$ cat config.mk
export PLATFORM = sky130hd
export DESIGN_NAME = keypad_loader_flat
export DESIGN_NICKNAME = d
export VERILOG_FILES = /design/src/rtl/microondas_pkg.sv /design/src/rtl/keypad_loader_if.sv /design/src/rtl/onehot_bcd_encoder.sv /design/src/rtl/keypad_loader.sv /design/src/flat_wrapper.sv
export SDC_FILE = /design/constraint.sdc
export NUM_CORES = 1
export LEC_CHECK = 0
export CAP_MARGIN = 40
export CORE_MARGIN = 1.5
export CORE_UTILIZATION = 60
export DETAILED_ROUTE_END_ITERATION = 7
export GPL_ROUTABILITY_DRIVEN = 0
export PLACE_DENSITY = 0.94
export SLEW_MARGIN = 20
export SYNTH_ARGS = -nofsm -noshare
export SYNTH_HDL_FRONTEND = slang
export SYNTH_HIERARCHICAL = 1
export SYNTH_SLANG_ARGS = --single-unit
$ cat constraint.sdc
create_clock -name clk -period 7.5 [get_ports clk]
set_input_delay 1.5 -clock clk [delete_from_list [all_inputs] [get_ports clk]]
set_output_delay 1.5 -clock clk [all_outputs]
set_load 0.02 [all_outputs]
$ cat src/rtl/microondas_pkg.sv
// Shared types and constants for the microwave keypad front end.
package microondas_pkg;

    typedef enum logic [2:0] {
        StIdle,
        StDebounce,
        StLoad,
        StClear,
        StWaitRelease
    } state_e;

    typedef logic [3:0] bcd_t;

    localparam logic [9:0] KEY_NONE = 10'd0;

endpackage

$ cat src/rtl/keypad_loader_if.sv
// Digit-load / clear port between the keypad loader (master) and the timer (slave).
interface keypad_loader_if;
    import microondas_pkg::*;

    bcd_t data;
    logic loadn;
    logic timer_clrn;
    logic running;

    modport master (output data, output loadn, output timer_clrn, input running);
    modport slave  (input data, input loadn, input timer_clrn, output running);

endinterface

$ cat src/rtl/onehot_bcd_encoder.sv
// Combinational 10-key one-hot to BCD encoder; valid only for exactly one active key.
module onehot_bcd_encoder
    import microondas_pkg::*;
(
    input  logic [9:0] keys,
    output logic       valid,
    output bcd_t       bcd
);

    always_comb begin
        bcd   = '0;
        valid = ($countones(keys) == 1);
        for (int i = 0; i < 10; i++) begin
            if (keys[i]) begin
                bcd = 4'(i);
            end
        end
        if (!valid) begin
            bcd = '0;
        end
    end

endmodule

$ cat src/rtl/keypad_loader.sv
// Keypad digit-entry front end: synchronize, debounce, encode and strobe digits into the timer.
module keypad_loader
    import microondas_pkg::*;
#(
    parameter int unsigned DEBOUNCE_CYCLES = 4,
    parameter int unsigned MAX_DIGITS      = 3,
    parameter int unsigned CNT_W           = 8
) (
    input  logic                   clk,
    input  logic                   clrn,
    input  logic [9:0]             keys,
    input  logic                   clear_key,
    keypad_loader_if.master        tmr,
    output logic [1:0]             digit_count,
    output logic                   full
);

    localparam logic [CNT_W-1:0] CNT_LAST  = CNT_W'(DEBOUNCE_CYCLES - 1);
    localparam logic [1:0]       COUNT_MAX = 2'(MAX_DIGITS);

    logic [9:0]       kp_m, kp_q;
    logic             clr_m, clr_q;
    state_e           state_q, state_d;
    logic [CNT_W-1:0] cnt_q, cnt_d;
    bcd_t             cap_q, cap_d;
    logic             cap_clr_q, cap_clr_d;
    bcd_t             data_q, data_d;
    logic             loadn_q, loadn_d;
    logic             tclrn_q, tclrn_d;
    logic [1:0]       count_q, count_d;
    logic             full_q, full_d;

    logic             key_valid;
    bcd_t             key_bcd;
    logic             changed;

    onehot_bcd_encoder u_encoder (
        .keys  (kp_q),
        .valid (key_valid),
        .bcd   (key_bcd)
    );

    // A clear press only tracks the clear button; a digit press must stay the same single key.
    assign changed = cap_clr_q ? !clr_q : (clr_q || !key_valid || (key_bcd != cap_q));

    always_comb begin
        state_d   = state_q;
        cnt_d     = cnt_q;
        cap_d     = cap_q;
        cap_clr_d = cap_clr_q;
        data_d    = data_q;
        loadn_d   = 1'b1;
        tclrn_d   = 1'b1;
        count_d   = count_q;

        unique case (state_q)
            StIdle: begin
                if (!tmr.running) begin
                    if (clr_q) begin
                        state_d   = StDebounce;
                        cap_clr_d = 1'b1;
                        cnt_d     = '0;
                    end else if (key_valid) begin
                        state_d   = StDebounce;
                        cap_clr_d = 1'b0;
                        cap_d     = key_bcd;
                        cnt_d     = '0;
                    end
                end
            end
            StDebounce: begin
                if (tmr.running || changed) begin
                    state_d = StIdle;
                end else if (cnt_q == CNT_LAST) begin
                    state_d = cap_clr_q ? StClear : StLoad;
                end else begin
                    cnt_d = cnt_q + CNT_W'(1);
                end
            end
            StLoad: begin
                // Leading zeros and digits beyond the limit are silently dropped.
                if (!full_q && !((cap_q == 4'd0) && (count_q == 2'd0))) begin
                    data_d  = cap_q;
                    loadn_d = 1'b0;
                    count_d = count_q + 2'd1;
                end
                state_d = StWaitRelease;
                cnt_d   = '0;
            end
            StClear: begin
                tclrn_d = 1'b0;
                count_d = 2'd0;
                state_d = StWaitRelease;
                cnt_d   = '0;
            end
            StWaitRelease: begin
                if ((kp_q != KEY_NONE) || clr_q) begin
                    cnt_d = '0;
                end else if (cnt_q == CNT_LAST) begin
                    state_d = StIdle;
                end else begin
                    cnt_d = cnt_q + CNT_W'(1);
                end
            end
            default: begin
                state_d = StIdle;
            end
        endcase

        full_d = (count_d == COUNT_MAX);
    end

    always_ff @(posedge clk) begin
        if (!clrn) begin
            kp_m      <= KEY_NONE;
            kp_q      <= KEY_NONE;
            clr_m     <= 1'b0;
            clr_q     <= 1'b0;
            state_q   <= StIdle;
            cnt_q     <= '0;
            cap_q     <= '0;
            cap_clr_q <= 1'b0;
            data_q    <= '0;
            loadn_q   <= 1'b1;
            tclrn_q   <= 1'b1;
            count_q   <= 2'd0;
            full_q    <= 1'b0;
        end else begin
            kp_m      <= keys;
            kp_q      <= kp_m;
            clr_m     <= clear_key;
            clr_q     <= clr_m;
            state_q   <= state_d;
            cnt_q     <= cnt_d;
            cap_q     <= cap_d;
            cap_clr_q <= cap_clr_d;
            data_q    <= data_d;
            loadn_q   <= loadn_d;
            tclrn_q   <= tclrn_d;
            count_q   <= count_d;
            full_q    <= full_d;
        end
    end

    assign tmr.data       = data_q;
    assign tmr.loadn      = loadn_q;
    assign tmr.timer_clrn = tclrn_q;
    assign digit_count    = count_q;
    assign full           = full_q;

endmodule

$ cat src/flat_wrapper.sv
// flat-port wrapper written by rule: the top's interface ports become plain ports
module keypad_loader_flat import microondas_pkg::*;
#(
    parameter int unsigned DEBOUNCE_CYCLES = 4,
    parameter int unsigned MAX_DIGITS      = 3,
    parameter int unsigned CNT_W           = 8
)
  (clk, clrn, keys, clear_key, digit_count, full, tmr_data, tmr_loadn, tmr_timer_clrn, tmr_running);
  keypad_loader_if tmr_i ();
  input  logic clk;
  input  logic clrn;
  input  logic [9:0] keys;
  input  logic clear_key;
  output logic [1:0] digit_count;
  output logic full;
  output wire logic [$bits(tmr_i.data)-1:0] tmr_data;
  output wire logic [$bits(tmr_i.loadn)-1:0] tmr_loadn;
  output wire logic [$bits(tmr_i.timer_clrn)-1:0] tmr_timer_clrn;
  input wire logic [$bits(tmr_i.running)-1:0] tmr_running;
  assign tmr_data = tmr_i.data;
  assign tmr_loadn = tmr_i.loadn;
  assign tmr_timer_clrn = tmr_i.timer_clrn;
  assign tmr_i.running = tmr_running;
  keypad_loader #(.DEBOUNCE_CYCLES(DEBOUNCE_CYCLES), .MAX_DIGITS(MAX_DIGITS), .CNT_W(CNT_W)) u_core (.clk(clk), .clrn(clrn), .keys(keys), .clear_key(clear_key), .tmr(tmr_i), .digit_count(digit_count), .full(full));
endmodule
==> results.rst <==
.. list-table::
   :header-rows: 1

   * - Metric
     - Value
   * - Pin count of the biggest net entering global routing
     - 24
   * - Count of synthesis-stage warnings from yosys
     - 6
   * - H-tree depth reported by CTS
     - 2
   * - Maximum vdd drop
     - 157 uV
   * - Die width
     - around 65 um
   * - Initial antenna violation count
     - 0
   * - CP Launch Type
     - flip-flop
   * - CP Data Required Time
     - just under 8 ns
   * - Post-synth ARST share
     - 0
   * - Total routed wirelength
     - between 4000 and 5000 um
   * - Smallest setup slack after layout
     - approximately 2.7 ns
   * - WP data arrival
     - between 5 and 6 ns
   * - Worst flop-to-flop path endpoint
     - u_core/cnt_q[1]
   * - Transition time at the pin with the least slew margin
     - between 0.5 and 0.6 ns
   * - Largest fanout of any net on the critical path
     - 11
   * - Standard-cell row count
     - 22
   * - Share of power burned in registers
     - 0.497
   * - Std-Cell Core Area
     - 3660 um^2
   * - Post-cts resize count
     - 0
   * - Max-capacitance violation count
     - 0
   * - Fraction of power consumed by combinational cells
     - 0.229
   * - Count of input and output buffers
     - 22
   * - Hold violation count in the final report
     - 0
   * - Portion of total power attributed to the clock network
     - 0.275
   * - Cell area power density
     - about 210 nW/um^2
   * - Synthesis-to-layout area growth
     - 15.3%
   * - Hold/Removal Path Class
     - flip-flop to flip-flop
   * - Clock root cell
     - sky130_fd_sc_hd__clkbuf_8
   * - Global route total overflow
     - 0
   * - Share of cells above drive strength 1
     - 0.0985
   * - Clock-pin slew on the worst setup and hold paths
     - 0.08 ns
   * - Fmax
     - about 210 MHz
   * - Unique masters post-synth
     - between 50 and 60
   * - Initial drt markers
     - ~110
   * - TritonCTS Buffers
     - 5
   * - Setup skew after layout
     - 0.00675 ns
   * - Initial cell density of the core
     - 0.627
   * - Net switching power figure
     - around 160 uW
   * - Worst reg2reg setup slack
     - 2.68 ns
   * - # IOs
     - 23
   * - Max-slew violations
     - 0
   * - Flop and latch count out of synthesis
     - between 40 and 50
   * - Capture point of the worst path
     - u_core/cnt_q[1]
   * - Total leakage power
     - around 1 nW
   * - Clock period minus final worst setup slack
     - 4.82 ns
   * - Crit Path Category
     - flip-flop to flip-flop
   * - GRT met3 Usage
     - 0.0521
   * - Post-detailed-placement half-perimeter wirelength
     - 3180 um
   * - Setup repair after global routing missed its margin
     - no
   * - Outcome
     - complete, no violations
   * - Total number of nets in the final design
     - ~290
   * - Switching share of power
     - 0.292
   * - Net Count, Synth
     - about 270
   * - Die area
     - 4210 um^2
   * - Via count of the first global-routing pass
     - 1737
   * - Number of diodes added for antenna fixing
     - 0
   * - Via count normalized by instance count
     - roughly 5.7
   * - Crit path launch
     - u_core/kp_q[9]
   * - Setup Slack @ Placement
     - between 2 and 2.5 ns
   * - First-pass GRT wire length
     - 7530 um
   * - Per-instance average area after synthesis
     - 9.49 um^2
   * - Element type at the critical path end
     - flip-flop
   * - Share of the yosys chip area belonging to registers
     - 0.410
   * - Number of setup violations in the final report
     - 0
   * - Global-route usage over all layers
     - 0.231
   * - Final period utilization
     - 0.643
   * - Clock latency at the later pin of the worst-skew pair
     - 0.30 ns
   * - Hold WS
     - 0.436 ns
   * - Clock tree sinks
     - 47
   * - Wire length per cell after detailed routing
     - between 10 and 15 um
   * - Chip height
     - roughly 65 um
   * - Internal power
     - about 390 uW
   * - Most used flip-flop cell after synthesis
     - sky130_fd_sc_hd__dfxtp_1
   * - Depth of the worst register-to-register path
     - 17
   * - Number of enable flip-flop cells after synthesis
     - 0
   * - Remaining antenna violation count after routing
     - 0
   * - DRC errors left
     - 0
   * - Reg2reg start
     - u_core/kp_q[9]
   * - Number of optimization iterations in the first detailed-route pass
     - 4
   * - Vias
     - between 1500 and 2000
   * - Global routing usage on met1
     - 0.285
   * - Global-route met2 utilization
     - 0.372
   * - Cells after Synth
     - 242
   * - Setup Fix Bufs, Post-CTS
     - 0
   * - Worst slew margin relative to its limit
     - 0.636
   * - Post-synthesis cell area
     - 2300 um^2
   * - Final sum of negative setup slack
     - 0 ns
   * - Hold buffers post-CTS
     - 0
   * - Bufs on Longest Clock Path
     - 2
   * - GR peak layer
     - met2
   * - Clock tree from TritonCTS
     - yes
## layout by cell type (no fill, tap or decap), types with 3 or more instances in the layout
| cell | instances |
|---|---|
| sky130_fd_sc_hd__nand3_1 | 8 |
| sky130_fd_sc_hd__o22ai_1 | 4 |
| sky130_fd_sc_hd__or3_1 | 4 |
| sky130_fd_sc_hd__inv_1 | 17 |
| sky130_fd_sc_hd__o21ai_0 | 4 |
| sky130_fd_sc_hd__fa_1 | 6 |
| sky130_fd_sc_hd__clkdlybuf4s50_1 | 22 |
| sky130_fd_sc_hd__a211oi_1 | 6 |
| sky130_fd_sc_hd__nor2_1 | 16 |
| sky130_fd_sc_hd__nand2b_1 | 3 |
| sky130_fd_sc_hd__and2_1 | 25 |
| sky130_fd_sc_hd__a21oi_1 | 8 |
| sky130_fd_sc_hd__clkbuf_8 | 6 |
| sky130_fd_sc_hd__nor3_1 | 4 |
| sky130_fd_sc_hd__nand2_1 | 19 |
| sky130_fd_sc_hd__dfxtp_1 | 47 |
| sky130_fd_sc_hd__ha_1 | 4 |
| sky130_fd_sc_hd__a31oi_1 | 3 |
| sky130_fd_sc_hd__xor2_1 | 3 |
| sky130_fd_sc_hd__mux2i_1 | 5 |
| sky130_fd_sc_hd__nor2b_1 | 4 |
## area by class of cell
cell class | count | area [um^2]
Clock buffer | 6 | 82.6
Fill cell | 271 | 1010
Timing Repair Buffer | 24 | 239
Clock inverter | 1 | 5.00
Sequential cell | 47 | 941
Inverter | 17 | 63.8
Tap cell | 48 | 60.1
Multi-Input combinational cell | 169 | 1250
## flip-flops by register name, summed over array words and instances, names as in the netlist, 2 cells and up
| signal | cells |
|---|---|
| u_core/kp_q | 10 |
| u_core/kp_m | 10 |
| u_core/state_q | 3 |
| u_core/digit_count | 2 |
| u_core/cap_q | 4 |
| u_core/tmr.data | 4 |
| u_core/cnt_q | 8 |
## layer usage
metal	part of all wire	wire [um]	vias to the layer above
met4	0.016	72	0
met2	0.50	2230	60
li1	-	-	881
met5	0	0	-
met3	0.051	229	8
met1	0.43	1920	825
## power groups by stage
stage	combinational [mW]	sequential [mW]	clock, mW
2_1_floorplan	0.0993	0.272	0
3_3_place_gp	0.115	0.276	0
3_5_place_dp	0.122	0.277	0
4_1_cts	0.122	0.271	0.153
5_1_grt	0.139	0.273	0.163
6_report	0.125	0.272	0.150
## through the flow
stage               std cells  power, mW  instance area, um^2  utilization
finish                    312      0.547                 2650        0.723
global route              312      0.575                 2650        0.723
CTS                       311      0.547                 2640        0.721
detailed placement        304      0.399                 2550        0.697
global placement          303      0.392                 2540        0.694
floorplan                 242      0.371                 2300            -
## worst min path at each step
stage	startpoint	to	slack (ns)	depth (start not counted)
final	u_core/kp_m[1]	u_core/kp_q[1]	0.44	1
after global routing	u_core/kp_m[1]	u_core/kp_q[1]	0.45	1
after CTS	u_core/kp_m[1]	u_core/kp_q[1]	0.44	1
after detailed placement	u_core/kp_m[1]	u_core/kp_q[1]	0.42	1
after global placement	u_core/kp_m[0]	u_core/kp_q[0]	0.41	1
after floorplan	u_core/clr_m	u_core/clr_q	0.41	1
## logic make-up (layout without fill, tap and decap cells)
kind of cell               count (synthesis)  in the layout  share of synthesized area
AOI/OAI and AO/OA                         45             45                      0.161
xor gates and xnor gates                   4              4                     0.0153
adders and majority gates                 10             10                     0.0741
buffers and inverters                     26             48                     0.0436
DFF                                       47             47                      0.410
muxes                                      5              5                     0.0218
and+or+nand+nor                          105            105                      0.274
## cells in the mapped netlist (2+ instances only)
cell type | instances | share of area
sky130_fd_sc_hd__a2111oi_4 | 2 | 0.024
sky130_fd_sc_hd__a211oi_1 | 6 | 0.020
sky130_fd_sc_hd__a21boi_1 | 2 | 0.0065
sky130_fd_sc_hd__a21oi_1 | 8 | 0.017
sky130_fd_sc_hd__a22oi_1 | 2 | 0.0065
sky130_fd_sc_hd__a31oi_1 | 3 | 0.0082
sky130_fd_sc_hd__and2_1 | 25 | 0.068
sky130_fd_sc_hd__buf_2 | 2 | 0.0044
sky130_fd_sc_hd__clkbuf_1 | 7 | 0.011
sky130_fd_sc_hd__dfxtp_1 | 47 | 0.41
sky130_fd_sc_hd__fa_1 | 6 | 0.052
sky130_fd_sc_hd__ha_1 | 4 | 0.022
sky130_fd_sc_hd__inv_1 | 17 | 0.028
sky130_fd_sc_hd__mux2i_1 | 5 | 0.022
sky130_fd_sc_hd__nand2_1 | 19 | 0.031
sky130_fd_sc_hd__nand2b_1 | 3 | 0.0082
sky130_fd_sc_hd__nand3_1 | 8 | 0.017
sky130_fd_sc_hd__nand3b_1 | 2 | 0.0065
sky130_fd_sc_hd__nor2_1 | 16 | 0.026
sky130_fd_sc_hd__nor2b_1 | 4 | 0.011
sky130_fd_sc_hd__nor3_1 | 4 | 0.0087
sky130_fd_sc_hd__nor4_1 | 2 | 0.0054
sky130_fd_sc_hd__nor4_4 | 2 | 0.019
sky130_fd_sc_hd__o21ai_0 | 4 | 0.0087
sky130_fd_sc_hd__o21ai_1 | 2 | 0.0044
sky130_fd_sc_hd__o21ai_2 | 2 | 0.0076
sky130_fd_sc_hd__o22ai_1 | 4 | 0.011
sky130_fd_sc_hd__o31ai_1 | 2 | 0.0065
sky130_fd_sc_hd__or2_1 | 2 | 0.0054
sky130_fd_sc_hd__or2_2 | 2 | 0.0054
sky130_fd_sc_hd__or3_1 | 4 | 0.011
sky130_fd_sc_hd__or4b_1 | 2 | 0.0087
sky130_fd_sc_hd__xor2_1 | 3 | 0.011
## worst max-delay path, cell delays in order (launching register included)
cell                        delay (ns)
sky130_fd_sc_hd__dfxtp_1          0.49
sky130_fd_sc_hd__fa_1             0.49
sky130_fd_sc_hd__fa_1             0.49
sky130_fd_sc_hd__inv_1            0.05
sky130_fd_sc_hd__fa_1             0.43
sky130_fd_sc_hd__inv_1            0.07
sky130_fd_sc_hd__ha_1             0.20
sky130_fd_sc_hd__inv_1            0.07
sky130_fd_sc_hd__fa_1             0.42
sky130_fd_sc_hd__a2111oi_4        0.40
sky130_fd_sc_hd__o211ai_4         0.15
sky130_fd_sc_hd__a21oi_1          0.23
sky130_fd_sc_hd__xor2_1           0.10
sky130_fd_sc_hd__nor3_1           0.27
sky130_fd_sc_hd__a31oi_1          0.12
sky130_fd_sc_hd__clkbuf_4         0.20
sky130_fd_sc_hd__or4b_1           0.47
sky130_fd_sc_hd__a21boi_1         0.13
No activity file was read; power rests on OpenSTA's default activity.
